--- src/rtl/raifes_hasti_master_pkg.sv ---
// Shared AHB-lite (HASTI) encodings, command record and small helpers
// for the single-outstanding bus initiator.
package raifes_hasti_master_pkg;

    localparam int unsigned ADDR_W = 32;
    localparam int unsigned DATA_W = 32;

    localparam logic [1:0] HTRANS_IDLE   = 2'b00;
    localparam logic [1:0] HTRANS_NONSEQ = 2'b10;
    localparam logic [2:0] HBURST_SINGLE = 3'b000;
    localparam logic [2:0] HSIZE_BYTE    = 3'd0;
    localparam logic [2:0] HSIZE_HALF    = 3'd1;
    localparam logic [2:0] HSIZE_WORD    = 3'd2;
    localparam logic       HRESP_OKAY    = 1'b0;
    localparam logic       HRESP_ERROR   = 1'b1;

    typedef struct packed {
        logic [ADDR_W-1:0] addr;
        logic              write;
        logic [2:0]        size;
        logic [DATA_W-1:0] wdata;
    } cmd_t;

    function automatic logic cmd_legal(input logic [2:0] size, input logic [1:0] addr_lsb);
        logic ok;
        case (size)
            HSIZE_BYTE: ok = 1'b1;
            HSIZE_HALF: ok = ~addr_lsb[0];
            HSIZE_WORD: ok = (addr_lsb == 2'b00);
            default:    ok = 1'b0;
        endcase
        return ok;
    endfunction

    // Right-aligned write data copied onto every byte lane the size covers.
    function automatic logic [DATA_W-1:0] lane_replicate(input logic [DATA_W-1:0] wdata,
                                                         input logic [2:0]        size);
        logic [DATA_W-1:0] r;
        case (size)
            HSIZE_BYTE: r = {4{wdata[7:0]}};
            HSIZE_HALF: r = {2{wdata[15:0]}};
            default:    r = wdata;
        endcase
        return r;
    endfunction

endpackage

--- src/rtl/raifes_hasti_master_wait_timer.sv ---
// Wait-state counter: counts enabled cycles since clear and flags the cycle
// in which the limit-th enabled cycle occurs. A limit of zero never expires.
module raifes_wait_timer #(
    parameter int unsigned WIDTH = 9
) (
    input  logic             clk_i,
    input  logic             rst_ni,
    input  logic             clear_i,
    input  logic             enable_i,
    input  logic [WIDTH-1:0] limit_i,
    output logic             expired_o
);

    logic [WIDTH-1:0] count_q, count_d;

    always_comb begin
        count_d = count_q;
        if (clear_i) begin
            count_d = '0;
        end else if (enable_i) begin
            count_d = count_q + WIDTH'(1);
        end
    end

    always_ff @(posedge clk_i or negedge rst_ni) begin
        if (!rst_ni) begin
            count_q <= '0;
        end else begin
            count_q <= count_d;
        end
    end

    assign expired_o = enable_i && !clear_i && (limit_i != '0)
                       && (count_q == (limit_i - WIDTH'(1)));

endmodule

--- src/rtl/raifes_hasti_master.sv ---
// Single-outstanding AHB-lite initiator: one SINGLE/NONSEQ transfer per
// command, with wait-state timeout and a valid/ready response port.
module raifes_hasti_master
    import raifes_hasti_master_pkg::*;
#(
    parameter int unsigned TIMEOUT_CYCLES = 256,
    parameter logic [3:0]  HPROT_VAL      = 4'b0011
) (
    input  logic              clk,
    input  logic              reset,
    input  logic              cmd_valid,
    output logic              cmd_ready,
    input  logic              cmd_write,
    input  logic [ADDR_W-1:0] cmd_addr,
    input  logic [2:0]        cmd_size,
    input  logic [DATA_W-1:0] cmd_wdata,
    output logic              rsp_valid,
    input  logic              rsp_ready,
    output logic [DATA_W-1:0] rsp_rdata,
    output logic              rsp_err,
    output logic              rsp_timeout,
    output logic [ADDR_W-1:0] haddr,
    output logic              hwrite,
    output logic [2:0]        hsize,
    output logic [2:0]        hburst,
    output logic              hmastlock,
    output logic [3:0]        hprot,
    output logic [1:0]        htrans,
    output logic [DATA_W-1:0] hwdata,
    input  logic [DATA_W-1:0] hrdata,
    input  logic              hready,
    input  logic              hresp
);

    typedef enum logic [2:0] {
        S_IDLE,
        S_ADDR,
        S_DATA,
        S_RESP,
        S_DRAIN
    } state_e;

    localparam int unsigned TIMER_W = (TIMEOUT_CYCLES > 0) ? $clog2(TIMEOUT_CYCLES + 1) : 1;

    state_e            state_q, state_d;
    cmd_t              cmd_q, cmd_d;
    logic [DATA_W-1:0] rdata_q, rdata_d;
    logic              err_q, err_d;
    logic              tmo_q, tmo_d;
    logic              timer_clear;
    logic              timer_en;
    logic              timer_expired;

    assign timer_en = ((state_q == S_ADDR) || (state_q == S_DATA)) && !hready;

    raifes_wait_timer #(
        .WIDTH (TIMER_W)
    ) u_wait_timer (
        .clk_i     (clk),
        .rst_ni    (reset),
        .clear_i   (timer_clear),
        .enable_i  (timer_en),
        .limit_i   (TIMER_W'(TIMEOUT_CYCLES)),
        .expired_o (timer_expired)
    );

    always_comb begin
        state_d     = state_q;
        cmd_d       = cmd_q;
        rdata_d     = rdata_q;
        err_d       = err_q;
        tmo_d       = tmo_q;
        timer_clear = 1'b0;
        case (state_q)
            S_IDLE: begin
                if (cmd_valid && cmd_ready) begin
                    cmd_d   = '{addr: cmd_addr, write: cmd_write, size: cmd_size, wdata: cmd_wdata};
                    rdata_d = '0;
                    tmo_d   = 1'b0;
                    if (cmd_legal(cmd_size, cmd_addr[1:0])) begin
                        err_d       = 1'b0;
                        timer_clear = 1'b1;
                        state_d     = S_ADDR;
                    end else begin
                        err_d   = 1'b1;
                        state_d = S_RESP;
                    end
                end
            end
            S_ADDR: begin
                if (timer_expired) begin
                    err_d   = 1'b1;
                    tmo_d   = 1'b1;
                    state_d = S_DRAIN;
                end else if (hready) begin
                    state_d = S_DATA;
                end
            end
            S_DATA: begin
                if (timer_expired) begin
                    err_d   = 1'b1;
                    tmo_d   = 1'b1;
                    state_d = S_DRAIN;
                end else if (hready) begin
                    // ERROR's first cycle has hready low and simply waits here.
                    if (hresp == HRESP_ERROR) begin
                        err_d   = 1'b1;
                        rdata_d = '0;
                    end else if (hresp == HRESP_OKAY && !cmd_q.write) begin
                        rdata_d = hrdata;
                    end
                    state_d = S_RESP;
                end
            end
            S_DRAIN: begin
                if (hready) begin
                    state_d = S_RESP;
                end
            end
            S_RESP: begin
                if (rsp_ready) begin
                    state_d = S_IDLE;
                end
            end
            default: state_d = S_IDLE;
        endcase
    end

    always_ff @(posedge clk or negedge reset) begin
        if (!reset) begin
            state_q <= S_IDLE;
            cmd_q   <= '0;
            rdata_q <= '0;
            err_q   <= 1'b0;
            tmo_q   <= 1'b0;
        end else begin
            state_q <= state_d;
            cmd_q   <= cmd_d;
            rdata_q <= rdata_d;
            err_q   <= err_d;
            tmo_q   <= tmo_d;
        end
    end

    assign cmd_ready   = (state_q == S_IDLE) && reset;
    assign rsp_valid   = (state_q == S_RESP);
    assign rsp_rdata   = rdata_q;
    assign rsp_err     = err_q;
    assign rsp_timeout = tmo_q;

    assign htrans    = (state_q == S_ADDR) ? HTRANS_NONSEQ : HTRANS_IDLE;
    assign haddr     = cmd_q.addr;
    assign hwrite    = cmd_q.write;
    assign hsize     = cmd_q.size;
    assign hburst    = HBURST_SINGLE;
    assign hmastlock = 1'b0;
    assign hprot     = HPROT_VAL;
    assign hwdata    = lane_replicate(cmd_q.wdata, cmd_q.size);

endmodule
--- config.mk ---
export PLATFORM = sky130hd
export DESIGN_NAME = raifes_hasti_master
export DESIGN_NICKNAME = d
export VERILOG_FILES = /design/src/rtl/raifes_hasti_master_pkg.sv /design/src/rtl/raifes_hasti_master_wait_timer.sv /design/src/rtl/raifes_hasti_master.sv
export SDC_FILE = /design/constraint.sdc
export NUM_CORES = 1
export LEC_CHECK = 0
export ABC_AREA = 1
export ABC_CLOCK_PERIOD_IN_PS = 4900
export BUFFER_PORTS_ARGS = -buffer_cell sky130_fd_sc_hd__buf_2
export CAP_MARGIN = 40
export CORE_UTILIZATION = 50
export CTS_CLUSTER_SIZE = 40
export DETAILED_ROUTE_END_ITERATION = 8
export PLACE_DENSITY_LB_ADDON = 0.2
export SKIP_LAST_GASP = 1
export SLEW_MARGIN = 15
export SYNTH_ARGS = -nofsm -noshare
export SYNTH_HDL_FRONTEND = slang
export SYNTH_SLANG_ARGS = --single-unit
export TNS_END_PERCENT = 5
--- constraint.sdc ---
create_clock -name clk -period 4.9 [get_ports clk]
set_input_delay 0.735 -clock clk [delete_from_list [all_inputs] [get_ports clk]]
set_output_delay 0.735 -clock clk [all_outputs]
set_load 0.02 [all_outputs]
==> results of run 1 <==
==> layer usage <==
metal | wire, µm | vias up
met5 | 0 | -
met4 | 145 | 0
met3 | 1150 | 15
met2 | 6580 | 182
met1 | 5900 | 2319
li1 | - | 2515
==> sequential cells by signal, summed over array words and instances, names as in the netlist <==
| signal | count |
|---|---|
| u_wait_timer.count_q | 9 |
| hsize | 3 |
| cmd_q | 32 |
| rsp_timeout | 1 |
| hwrite | 1 |
| rsp_rdata | 32 |
| haddr | 32 |
| state_q | 3 |
| rsp_err | 1 |
==> per-stage QoR <==
stage / area [µm²] / power (mW) / hold WS, ns / setup slack (ns)
2_1_floorplan: 5730 / 3.39 / 0.439 / 2.68
3_3_place_gp: 6430 / 3.83 / 0.450 / 1.81
3_5_place_dp: 6480 / 3.89 / 0.458 / 1.77
4_1_cts: 7050 / 5.07 / 0.278 / 1.87
5_1_grt: 7060 / 5.40 / 0.290 / 1.70
6_report: 7060 / 5.03 / 0.266 / 1.88
==> synthesized netlist by cell type, types with 4 or more instances <==
| master | instances | area share |
|---|---|---|
| sky130_fd_sc_hd__nand3_1 | 40 | 0.035 |
| sky130_fd_sc_hd__buf_4 | 53 | 0.070 |
| sky130_fd_sc_hd__o21ai_1 | 7 | 0.0061 |
| sky130_fd_sc_hd__dfrtp_1 | 114 | 0.50 |
| sky130_fd_sc_hd__nor2_2 | 4 | 0.0044 |
| sky130_fd_sc_hd__xor2_1 | 5 | 0.0077 |
| sky130_fd_sc_hd__o21ai_0 | 28 | 0.025 |
| sky130_fd_sc_hd__o211ai_1 | 9 | 0.012 |
| sky130_fd_sc_hd__nor3_1 | 4 | 0.0035 |
| sky130_fd_sc_hd__inv_1 | 26 | 0.017 |
| sky130_fd_sc_hd__nand2_1 | 317 | 0.21 |
| sky130_fd_sc_hd__clkbuf_1 | 11 | 0.0072 |
| sky130_fd_sc_hd__buf_2 | 17 | 0.015 |
| sky130_fd_sc_hd__mux2_2 | 8 | 0.016 |
| sky130_fd_sc_hd__nor2_1 | 41 | 0.027 |
| sky130_fd_sc_hd__inv_2 | 8 | 0.0053 |
==> how the worst max path moves through the flow <==
stage	start	depth (start not counted)	to	slack (ns)
2_1_floorplan	hsize[1]$_DFFE_PN0P_	4	hwdata[24]	2.68
3_3_place_gp	reset	7	cmd_q[8]$_DFFE_PN0P_	1.81
3_5_place_dp	hresp	8	rsp_rdata[6]$_DFFE_PN0P_	1.77
4_1_cts	hsize[1]$_DFFE_PN0P_	4	hwdata[27]	1.87
5_1_grt	hsize[2]$_DFFE_PN0P_	4	hwdata[27]	1.70
6_report	hsize[1]$_DFFE_PN0P_	4	hwdata[27]	1.88
==> worst max-delay path, delay by kind of cell, from the launching register on <==
kind,cells,cell delay (ns)
AND/OR/NAND/NOR,2,0.84
AO/OA/AOI/OAI,1,0.32
flip-flops,1,0.51
buffers and inverters,1,0.21
==> cells by family (layout without fill, tap and decap cells) <==
family	Yosys count	count (layout)	share of synthesized area
AO/OA/AOI/OAI	51	51	0.0500
adder cells (fa/ha/maj)	2	2	0.00438
XOR/XNOR	5	5	0.00767
multiplexers	8	8	0.0158
buffers and inverters	119	284	0.121
flip-flops	114	114	0.500
AND/OR/NAND/NOR	420	420	0.300
other	2	9	0.00132
==> cell type report <==
cell class | count | area share
repair buffers | 217 | 0.162
clock inverters | 11 | 0.0120
multi-input cells | 495 | 0.310
inverters | 35 | 0.0186
flip-flops and latches | 114 | 0.404
clock buffers | 21 | 0.0680
well taps | 140 | 0.0248
==> report_power, final <==
group	leakage [nW]	switching, mW	internal, mW	total (mW)
Combinational	2.30	1.53	0.722	2.25
Sequential	1.47	0.274	1.35	1.63
Clock	0.284	0.409	0.741	1.15
==> results.cfg, run 1 <==
[cells_and_area]
nets = 988
area_delta_synth_final_pct = 23.7
final_layout_size_suffix_gt1_frac = 0.311
post-route-util = 0.643
final_cell_mix = sky130_fd_sc_hd__nand2_1 (317), sky130_fd_sc_hd__buf_2 (209), sky130_fd_sc_hd__dfrtp_1 (114)
antenna_cells = 0
final.fill_count = 940
layout_commonest_cell = sky130_fd_sc_hd__nand2_1
seqCellArea_mm2 = 0.00285
multi_input_logic_area_mm2 = 0.00219
finish.cell_count_without_fillers = 1033

[sta]
worstMarginPinSlew_ns = 0.857
tns_ns = 0
number_of_pins_exceeding_their_max_slew_limit_in_the_final_report = 0
fin_crit_sh = 0.617
finalCriticalPeriod_ns = 3.02
slew_headroom = 0.427
grt_setup_unrepaired = no
final-setup-viol-count = 0
max_clock_freq_mhz = 331
fin_clk_skew_ns = 0.00613
final-hold-violation-count = 0

[yosys]
synth.distinct_cells = 30
synthArstFlopShare = 1.00
yosysSeqAreaShare = 0.500
postSynthCellCount = 721
synth.yosys.warnings = 0
syn-mean-instance-area_um2 = 7.92
number_of_synthesized_register_bits = 114
number_of_synthesized_flops_with_an_enable_pin = 0
synth_ff_type = sky130_fd_sc_hd__dfrtp_1
synth.cell_area_mm2 = 0.00571

[worst_setup_path]
worst_r2r_path_depth = 8
regToRegSetupSlack_ns = 2.57
worst-setup-path-type = register to primary output
crit_reg_reg_startpoint = state_q[0]$_DFFE_PN0P_
crit_required_ns = 4.16
worstSetupEndpointType = primary output
cp_cell_sequence = nor2_2, nand2_1, o211ai_1, buf_2
crit_arrival_ns = 2.29
critical_path.slowest_cell = sky130_fd_sc_hd__dfrtp_1
worstReg2RegEnd = rsp_rdata[30]$_DFFE_PN0P_
slowest_delay_ns = 0.51
setup.worst_path.start_class = register
critical_path.max_fanout = 12

[floorplanning]
die-area_mm2 = 0.0118
die_y_um = 109
horizontal_die_dimension_um = 109
initial_utilization = 0.520
placeableCoreArea_mm2 = 0.0110
floorplan.rows = 38
number_of_primary_i_o_pins = 220

[pwr]
p_per_area_mw_per_mm2 = 712
power.leakage_nw = 4.05
vdd_ir_drop_max_mv = 0.418

[global_routing]
grt_util_met3 = 0.0944
met1_grt_util = 0.309
via_count_of_the_first_global_routing_pass = 4630
grt_antenna_before_repair = 1
wire_length_of_the_first_global_routing_pass_um = 22000
grt.overflow.total = 0
gr-usage-met2 = 0.378
grt.busiest_layer = met2
grt_util_all_layers = 0.242
pin_count_of_the_biggest_net_entering_global_routing = 69

[detailed_routing]
post-route-drc-count = 0
routedWlPerCell_um = 13.3
wl_final_um = 13800
antenna_violating_nets_post_route = 0
drt-pass1-iter-count = 5
count_of_vias_placed_by_the_detailed_router = 5031
number_of_drc_markers_after_the_initial_detailed_route_iteration = 352
routed_via_density = 4.87

[place]
dp.final_hpwl_um = 9690
number_of_placed_instances_taps_included = 1000
port_buffers = 210
routabilityCongestion = 0.837

[cts]
path_clk_slew_ns = 0.05
clock_latency_ns = 0.41
cts_root_buffer = sky130_fd_sc_hd__clkbuf_16
cts_post_setup_buffers_inserted = 0
cts_num_sinks = 114
cts_buffer_count = 17
htree_num_levels = 4
holdBufCountCts = 0
cts.path.max_buffers = 2
cts_tree = built
cts-resized-gates = 0

[job]
cap_viol_max_count = 0

[status]
outcome = finished, final reports clean

[min_path]
path_type_of_the_worst_min_delay_path = primary input to async pin
No activity file was read; power rests on OpenSTA's default activity.
==> inputs of run 2 (changes only) <==
--- a/config.mk
+++ b/config.mk
@@ -5,11 +5,11 @@
 export SDC_FILE = /design/constraint.sdc
 export NUM_CORES = 1
 export LEC_CHECK = 0
-export ABC_AREA = 1
-export ABC_CLOCK_PERIOD_IN_PS = 4900
+export ABC_AREA = 0
+export ABC_CLOCK_PERIOD_IN_PS = 3200
 export BUFFER_PORTS_ARGS = -buffer_cell sky130_fd_sc_hd__buf_2
 export CAP_MARGIN = 40
-export CORE_UTILIZATION = 50
+export CORE_UTILIZATION = 49
 export CTS_CLUSTER_SIZE = 40
 export DETAILED_ROUTE_END_ITERATION = 8
 export PLACE_DENSITY_LB_ADDON = 0.2
==> constraint.sdc (replaced) <==
create_clock -name clk -period 3.2 [get_ports clk]
set_input_delay 0.48 -clock clk [delete_from_list [all_inputs] [get_ports clk]]
set_output_delay 0.48 -clock clk [all_outputs]
set_load 0.02 [all_outputs]
==> results.cfg, run 2 <==
[cells_and_area]
final_layout_size_suffix_gt1_frac = 0.510
area_delta_synth_final_pct = 25.9
finish.cell_count_without_fillers = 803
final.fill_count = 916
multi_input_logic_area_mm2 = 0.00212
nets = 758
seqCellArea_mm2 = 0.00285
final_cell_mix = sky130_fd_sc_hd__buf_2 (209), sky130_fd_sc_hd__dfrtp_1 (114), sky130_fd_sc_hd__mux2_2 (77)
antenna_cells = 0
layout_commonest_cell = sky130_fd_sc_hd__buf_2

[yosys]
synth_xor_xnor_area_share = 0.0112
synth.yosys.warnings = 0
compound_gate_portion_of_the_synthesized_area = 0.0661
yosys.area_share.adder = 0.00638
synth.distinct_cells = 43
netlist.area_leader.share = 0.519
synth_top_family_by_area = multiplexers
post_synth_mux_area_share = 0.191
synth_largest_area_cell = sky130_fd_sc_hd__dfrtp_1
yosys-top-cells-area = sky130_fd_sc_hd__dfrtp_1 (52%), sky130_fd_sc_hd__mux2_2 (16%), sky130_fd_sc_hd__buf_4 (7.1%), sky130_fd_sc_hd__nand2_1 (5.1%), sky130_fd_sc_hd__o21ai_0 (2.9%)
yosysSeqAreaShare = 0.519
syn-mean-instance-area_um2 = 11.3
number_of_synthesized_flops_with_an_enable_pin = 0
most_frequent_cell_after_synthesis = sky130_fd_sc_hd__dfrtp_1
synth.cell_area_mm2 = 0.00549
synth_ff_type = sky130_fd_sc_hd__dfrtp_1
synth_simple_gate_area_share = 0.103
number_of_synthesized_register_bits = 114
postSynthCellCount = 484
post_synth_most_frequent_cells = sky130_fd_sc_hd__dfrtp_1 (114), sky130_fd_sc_hd__mux2_2 (77), sky130_fd_sc_hd__nand2_1 (74)
synthArstFlopShare = 1.00

[cts]
htree_num_levels = 4
path_clk_slew_ns = 0.06
cts-resized-gates = 0
cts.path.max_buffers = 2
cts_post_setup_buffers_inserted = 0
cts_tree = built
holdBufCountCts = 0
clock_latency_ns = 0.51
cts_num_sinks = 114
cts_root_buffer = sky130_fd_sc_hd__clkbuf_8
cts_buffer_count = 17

[floorplanning]
initial_utilization = 0.504
number_of_primary_i_o_pins = 220
placeableCoreArea_mm2 = 0.0109
die-area_mm2 = 0.0116
floorplan.rows = 38
die_y_um = 108
horizontal_die_dimension_um = 108

[place]
port_buffers = 210
number_of_placed_instances_taps_included = 771
dp.final_hpwl_um = 8610
routabilityCongestion = 0.815

[global_routing]
grt_antenna_before_repair = 0
via_count_of_the_first_global_routing_pass = 3838
grt_util_all_layers = 0.214
pin_count_of_the_biggest_net_entering_global_routing = 65
wire_length_of_the_first_global_routing_pass_um = 18900
grt.overflow.total = 0

[sta]
max_clock_freq_mhz = 343
tns_ns = 0
finalCriticalPeriod_ns = 2.91
slew_headroom = 0.451
grt_setup_unrepaired = no
final-hold-violation-count = 0
worstMarginPinSlew_ns = 0.818
fin_crit_sh = 0.910
fin_clk_skew_ns = 0.00954
number_of_pins_exceeding_their_max_slew_limit_in_the_final_report = 0
final-setup-viol-count = 0

[detailed_routing]
count_of_vias_placed_by_the_detailed_router = 3986
post-route-drc-count = 0
antenna_violating_nets_post_route = 0
routedWlPerCell_um = 15.0
routed_via_density = 4.96
number_of_drc_markers_after_the_initial_detailed_route_iteration = 206
wl_final_um = 12100
drt-pass1-iter-count = 7

[worst_setup_path]
critical_path.slowest_cell = sky130_fd_sc_hd__nor3_2
worst-setup-path-type = register to primary output
cp_cell_sequence = nor3_2, mux2_2, buf_2
setup.worst_path.start_class = register
slowest_delay_ns = 0.76
crit_required_ns = 2.72
crit_arrival_ns = 2.43
critical_path.max_fanout = 11
worstSetupEndpointType = primary output

[job]
cap_viol_max_count = 0

[pwr]
power.total_mw = 7.62
p_per_area_mw_per_mm2 = 1100
power.leakage_nw = 3.46
vdd_ir_drop_max_mv = 0.585

[min_path]
path_type_of_the_worst_min_delay_path = primary input to async pin

[status]
outcome = finished, final reports clean
==> run 2: path summary, 6_finish.rpt <==
kind                                      startpoint                         to  slack, ns  depth (start not counted)
max in group asynchronous                      reset      cmd_q[13]$_DFFE_PN0P_       2.03                          4
hold / removal                                 reset      cmd_q[27]$_DFFE_PN0P_       0.14                          2
setup reg to reg              state_q[0]$_DFFE_PN0P_      haddr[11]$_DFFE_PN0P_       0.88                          4
setup / recovery                hsize[0]$_DFFE_PN0P_                 hwdata[10]       0.29                          3
hold reg to reg            rsp_rdata[11]$_DFFE_PN0P_  rsp_rdata[11]$_DFFE_PN0P_       0.48                          2
min in group clk                           rsp_ready     state_q[1]$_DFFE_PN0P_       0.18                          2
==> run 2: cell type report <==
class	instances	area share
timing repair buffer	217	0.163
inverter	4	0.00217
sequential	114	0.413
clock inverter	12	0.0261
multi-input combinational	296	0.307
tap	140	0.0253
clock buffer	20	0.0644
==> run 2: through the flow <==
stage | area, µm² | worst slack (ns) | hold slack [ns] | util
3_3_place_gp | 6260 | 0.906 | 0.458 | 0.575
4_1_cts | 6920 | 0.262 | 0.133 | 0.635
2_1_floorplan | 5520 | 1.19 | 0.184 | -
3_5_place_dp | 6290 | 0.837 | 0.470 | 0.578
6_report | 6920 | 0.287 | 0.142 | 0.635
5_1_grt | 6920 | 0.188 | 0.150 | 0.635
==> run 2: power by group <==
part           internal (mW)  total [mW]  switching, mW
combinational           1.32        3.15           1.84
clock                   1.31        1.97          0.661
sequential              2.04        2.49          0.452
==> run 2: worst max-delay path: cells and delay by family (launching register included) <==
family                 cells  cell delay (ns)
AND/OR/NAND/NOR            1             0.76
flip-flops                 1             0.59
multiplexers               1             0.42
buffers and inverters      1             0.16
==> run 2: cells by family after synthesis <==
group                      after synthesis
AOI/OAI and AO/OA                       62
adders and majority gates                3
buffers and inverters                   81
muxes                                   92
DFF                                    114
other                                    2
and+or+nand+nor                        123
xor gates and xnor gates                 7
==> run 2: metal layers <==
layer	wire, µm	global-route usage
met5	0	0
met4	160	0.0753
met3	843	0.0714
met2	5850	0.345
met1	5220	0.268
